## config.mk

```make
export PLATFORM = sky130hd
export DESIGN_NAME = traffic_light_fsm
export DESIGN_NICKNAME = d
export VERILOG_FILES = /design/src/rtl/traffic_pkg.sv /design/src/rtl/ped_req_sync.sv /design/src/rtl/traffic_light_fsm.sv
export SDC_FILE = /design/constraint.sdc
export NUM_CORES = 1
export LEC_CHECK = 0
export BUFFER_PORTS_ARGS = -buffer_cell sky130_fd_sc_hd__buf_2
export CAP_MARGIN = 15
export CORE_AREA = 5 5 42 44
export DETAILED_ROUTE_END_ITERATION = 6
export DIE_AREA = 0 0 47 49
export GPL_TIMING_DRIVEN = 1
export PLACE_DENSITY_LB_ADDON = 0.15
export SLEW_MARGIN = 10
export SYNTH_ARGS = -nofsm -noshare
export SYNTH_HDL_FRONTEND = slang
export SYNTH_HIERARCHICAL = 1
export SYNTH_SLANG_ARGS = --single-unit
```

## constraint.sdc

```tcl
create_clock -name clk -period 3 [get_ports clk]
set_input_delay 0.6 -clock clk [delete_from_list [all_inputs] [get_ports clk]]
set_output_delay 0.6 -clock clk [all_outputs]
set_load 0.05 [all_outputs]
```

## src/rtl/traffic_pkg.sv

```systemverilog
// Shared definitions for the intersection phase controller and its time_counter:
// state encoding and default phase times (phase length is TIME+1 cycles).
package traffic_pkg;

    localparam logic [2:0] ST_RED    = 3'd0;
    localparam logic [2:0] ST_GREEN  = 3'd1;
    localparam logic [2:0] ST_YELLOW = 3'd2;
    localparam logic [2:0] ST_FLASH  = 3'd3;
    localparam logic [2:0] ST_FAULT  = 3'd4;

    localparam int GREEN_TIME  = 29;
    localparam int YELLOW_TIME = 4;
    localparam int RED_TIME    = 9;

endpackage

```

## src/rtl/ped_req_sync.sv

```systemverilog
// Pedestrian button synchronizer followed by a rising-edge detector that
// produces a single-cycle request pulse.
module ped_req_sync #(
    parameter int SYNC_STAGES = 2
) (
    input  logic clk,
    input  logic rst_n,
    input  logic btn_i,
    output logic req_pulse_o
);

    logic [SYNC_STAGES-1:0] sync_q;
    logic                   prev_q;

    generate
        for (genvar gi = 0; gi < SYNC_STAGES; gi++) begin : g_sync
            if (gi == 0) begin : g_first
                always_ff @(posedge clk or negedge rst_n) begin
                    if (!rst_n) sync_q[gi] <= 1'b0;
                    else        sync_q[gi] <= btn_i;
                end
            end else begin : g_rest
                always_ff @(posedge clk or negedge rst_n) begin
                    if (!rst_n) sync_q[gi] <= 1'b0;
                    else        sync_q[gi] <= sync_q[gi-1];
                end
            end
        end
    endgenerate

    always_ff @(posedge clk or negedge rst_n) begin
        if (!rst_n) prev_q <= 1'b0;
        else        prev_q <= sync_q[SYNC_STAGES-1];
    end

    assign req_pulse_o = sync_q[SYNC_STAGES-1] & ~prev_q;

endmodule

```

## src/rtl/traffic_light_fsm.sv

```systemverilog
// Intersection phase controller: sequences RED/GREEN/YELLOW from the counter's
// end pulses, adds night flashing, a pedestrian walk phase and a sticky fault.
module traffic_light_fsm
    import traffic_pkg::*;
#(
    parameter int SYNC_STAGES    = 2,
    parameter int FAULT_CHECK_EN = 1,
    parameter int WALK_EN        = 1
) (
    input  logic clk,
    input  logic rst_n,
    input  logic g_end,
    input  logic y_end,
    input  logic r_end,
    input  logic night_mode,
    input  logic ped_btn,
    output logic fsm_g,
    output logic fsm_y,
    output logic fsm_r,
    output logic lamp_r,
    output logic lamp_y,
    output logic lamp_g,
    output logic walk,
    output logic ped_wait,
    output logic fault
);

    logic [2:0] state_q, state_d;
    logic       blink_q, blink_d;
    logic       ped_pending_q, ped_pending_d;
    logic       walk_phase_q, walk_phase_d;
    logic       req_pulse;
    logic       bad_pulse;
    logic       yellow_to_red;

    generate
        if (WALK_EN != 0) begin : g_walk
            ped_req_sync #(.SYNC_STAGES(SYNC_STAGES)) u_ped_sync (
                .clk         (clk),
                .rst_n       (rst_n),
                .btn_i       (ped_btn),
                .req_pulse_o (req_pulse)
            );
        end else begin : g_no_walk
            assign req_pulse = 1'b0;
        end
    endgenerate

    always_ff @(posedge clk or negedge rst_n) begin
        if (!rst_n) state_q <= ST_RED;
        else        state_q <= state_d;
    end

    always_ff @(posedge clk or negedge rst_n) begin
        if (!rst_n) begin
            blink_q       <= 1'b0;
            ped_pending_q <= 1'b0;
            walk_phase_q  <= 1'b0;
        end else begin
            blink_q       <= blink_d;
            ped_pending_q <= ped_pending_d;
            walk_phase_q  <= walk_phase_d;
        end
    end

    // Overlapping end pulses, or a pulse for a phase that is not running.
    always_comb begin
        bad_pulse = (g_end & y_end) | (g_end & r_end) | (y_end & r_end)
                  | (g_end & (state_q != ST_GREEN))
                  | (y_end & (state_q != ST_YELLOW))
                  | (r_end & (state_q != ST_RED) & (state_q != ST_FLASH));
    end

    always_comb begin
        state_d = state_q;
        blink_d = blink_q;
        if ((FAULT_CHECK_EN != 0) && (state_q != ST_FAULT) && bad_pulse) begin
            state_d = ST_FAULT;
        end else begin
            case (state_q)
                ST_RED:    if (r_end) state_d = night_mode ? ST_FLASH : ST_GREEN;
                ST_GREEN:  if (g_end) state_d = ST_YELLOW;
                ST_YELLOW: if (y_end) state_d = ST_RED;
                ST_FLASH: begin
                    if (r_end) begin
                        blink_d = ~blink_q;
                        if (!night_mode) begin
                            state_d = ST_RED;
                            blink_d = 1'b0;
                        end
                    end
                end
                ST_FAULT:  state_d = ST_FAULT;
                default:   state_d = ST_RED;
            endcase
        end
    end

    assign yellow_to_red = (state_q == ST_YELLOW) && (state_d == ST_RED);

    // A press landing on the YELLOW->RED edge is kept for the next cycle of phases.
    always_comb begin
        ped_pending_d = ped_pending_q;
        walk_phase_d  = walk_phase_q;
        if (state_q != ST_FAULT) begin
            ped_pending_d = (yellow_to_red ? 1'b0 : ped_pending_q) | req_pulse;
            if (yellow_to_red) walk_phase_d = ped_pending_q;
        end
        if ((state_q == ST_RED) && (state_d != ST_RED)) walk_phase_d = 1'b0;
    end

    always_comb begin
        fsm_g    = (state_q == ST_GREEN);
        fsm_y    = (state_q == ST_YELLOW);
        fsm_r    = (state_q == ST_RED) || (state_q == ST_FLASH);
        lamp_g   = (state_q == ST_GREEN);
        lamp_y   = (state_q == ST_YELLOW) || ((state_q == ST_FLASH) && blink_q);
        lamp_r   = (state_q == ST_RED) || (state_q == ST_FAULT);
        walk     = (WALK_EN != 0) && (state_q == ST_RED) && walk_phase_q;
        ped_wait = (WALK_EN != 0) && ped_pending_q;
        fault    = (state_q == ST_FAULT);
    end

endmodule
```

==> results.yml <==
synthesis:
  syn_area_per_cell_um2: 8.99
  synth_cell_types: 36
  synth_warnings: 6
  seq_area_frac_synth_pct: 35.8
  synth_top_family_by_area: "simple AND/OR/NAND/NOR gates"
  synth_seq_cells: 9
  syn_area_um2: 629
  syn_inst: 70
  synthXorXnorAreaFrac_pct: 1.39
  synth_fa_ha_area_share_pct: 0
  syn_nets: 77
  synth_compound_area_share_pct: 19.5
  synth-simple-area-share_pct: 30.6
  muxShareOfSynthArea_pct: 3.18
final_layout:
  instances_no_fill: 99
  fin_area_um2: 706
  nNetsFinal: 91
  drive_gt1_share_pct: 28.9
  antennaDiodeCount: 0
  syn_to_final_growth_pct: 12.1
  final_core_util_pct: 50.4
routing:
  vias: 553
  via_per_inst: 5.59
  post-route-drc-count: 0
  totalWireLength_um: 1290
  wire_per_inst_um: 13.0
  drtIter0Drc: 13
  detail-route-antenna-nets: 0
  dr.pass1.iters: 4
placement:
  gp_congestion: 0.854
  dp.cells: 95
  placed_area_um2: 679
  port-buffer-count: 15
  dp_hpwl_um: 957
sta:
  timing.final.hold_violations: 0
  rsz0062_at_grt: "no"
  tightest_slew_ns: 0.565
  tns_ns: 0
  fmax_mhz: 425
  drv_slew: 0
  post-route-period-util_pct: 78.5
  max_slew_margin_pct: 62.3
  setup_violations: 0
  finalCriticalPeriod_ns: 2.36
  finClkSkew_ns: 0.00956
power_and_ir_drop:
  vdd_drop_max_v: 0.000239
  power_leakage_nw: 0.320
  total_power_w: 0.000250
  p_per_area_nw_per_um2: 355
clock_network:
  cts_sinks: 9
  cts_tree: "built"
  cts_hold_buffers: 0
  path_clk_slew_ns: 0.06
  clockRootBuffer: "clkbuf_4"
  cts_buffers: 3
  cts_max_level: 1
  clkLatencyLatePin_ns: 0.26
  clock_path_buffers: 2
  postCtsSetupBuffers: 0
  cts_resized: 0
critical_path:
  endpoint_kind: "output pin"
  worst-setup-path-type: "register to output pin"
  crit_fanout: 19
  worstPathArrival_ns: 1.76
  critPathRequiredTime_ns: 2.40
  crit_path_start_kind: "register"
run_status:
  status: "completed"
grt:
  track_usage_pct: 13.1
  grt_pass1_wl_um: 2210
  grt_pass1_vias: 500
  grt.overflow.total: 0
  antenna_found_initial: 0
  grt_max_degree: 20
floorplanning:
  coreArea_um2: 1400
  initial_core_util_pct: 44.9
  dieHeight_um: 49
  row_count: 14
  die_x_um: 47
  dieArea_um2: 2300
  boundaryPins: 16
worst_hold_path:
  hp-class: "primary input to async pin"
flow_run:
  drv_cap: 0
## flip-flops by register name, summed over array words and instances (netlist names)
name / cells
state_q: 3
g_walk.u_ped_sync/sync_q: 2
blink_q: 1
g_walk.u_ped_sync/prev_q: 1
ped_wait: 1
walk_phase_q: 1
## path summary, 6_finish.rpt
kind	slack, ns	startpoint	endpoint	cells after the start
min in group clk	0.34	g_walk.u_ped_sync/sync_q[0]	g_walk.u_ped_sync/sync_q[1]	0
hold / removal	0.17	rst_n	ped_wait	1
hold reg to reg	0.34	g_walk.u_ped_sync/sync_q[0]	g_walk.u_ped_sync/sync_q[1]	0
setup / recovery	0.64	state_q[1]	fsm_y	3
setup reg to reg	0.94	state_q[1]	ped_wait	6
max in group asynchronous	2.65	rst_n	blink_q	1
## cells by family (layout without fill, tap and decap cells)
family / Yosys count / after routing
AO/OA/AOI/OAI: 17 / 17
multiplexers: 2 / 2
buffers and inverters: 10 / 23
flip-flops: 9 / 9
AND/OR/NAND/NOR: 31 / 31
XOR/XNOR: 1 / 1
## layout by cell type, fill, tap and decap left out, types with 2 or more instances in the layout
master	n
mux2i_1	2
a21oi_1	2
nand2b_1	2
o21ai_0	3
o2111ai_1	2
buf_2	15
nand2_1	5
nor2_1	6
clkbuf_4	3
o21ai_1	3
dfrtp_1	9
and2_1	2
inv_1	4
and2b_1	2
nor2b_1	2
## critical path: stages, from the launching register on
cell     delay, ns
dfrtp_1       0.70
inv_1         0.21
nor3_2        0.28
buf_2         0.31
## per-layer routing
layer / track usage [%] / routed length (um) / vias up
met1: 17.9 / 588 / 259
met5: 0 / 0 / -
li1: - / - / 277
met2: 18.3 / 605 / 13
met3: 2.21 / 69 / 4
met4: 8.29 / 27 / 0
## power by group
group,switching [W],internal (W),total (W)
Sequential,0.00000510,0.000128,0.000133
Clock,0.0000380,0.0000510,0.0000890
Combinational,0.0000176,0.0000106,0.0000282
Total,0.0000608,0.000190,0.000250
## synth_stat cells, drive strengths merged
cell     number  area (um2)
and2          2        12.5
nor2b         3        26.3
nor3          2        15.0
nor4b         1        8.76
o2111ai       2        17.5
xor2          1        8.76
a21boi        1        7.51
a211oi        1        12.5
nor4          1        12.5
inv           4        15.0
nor2          6        22.5
a21oi         2        10.0
o21ai         6        30.0
o21bai        1        7.51
nand3         1        5.00
dfrtp         9         225
nand3b        1        7.51
a22o          1        8.76
nand2         5        18.8
and2b         2        15.0
and3b         1        10.0
and3          1        6.26
nand2b        2        12.5
mux2i         2        20.0
buf           6        45.0
nor3b         1        7.51
nand4         1        6.26
a22oi         2        20.0
or3           1        6.26
a311oi        1        8.76
## area by class of cell
type                    instances  area (um2)
multi-input cells              51         344
flip-flops and latches          9         225
well taps                      16        20.0
inverters                       4        15.0
repair buffers                 15        75.1
clock buffers                   4        26.3
fillers                       152         696
## per-stage QoR
step           hold slack, ns  worst slack (ns)
2_1_floorplan           0.304             0.511
3_3_place_gp            0.344             0.916
3_5_place_dp            0.338             0.914
4_1_cts                 0.169             0.620
5_1_grt                 0.177             0.526
6_report                0.174             0.645
Power figures use the tool's default switching activity.
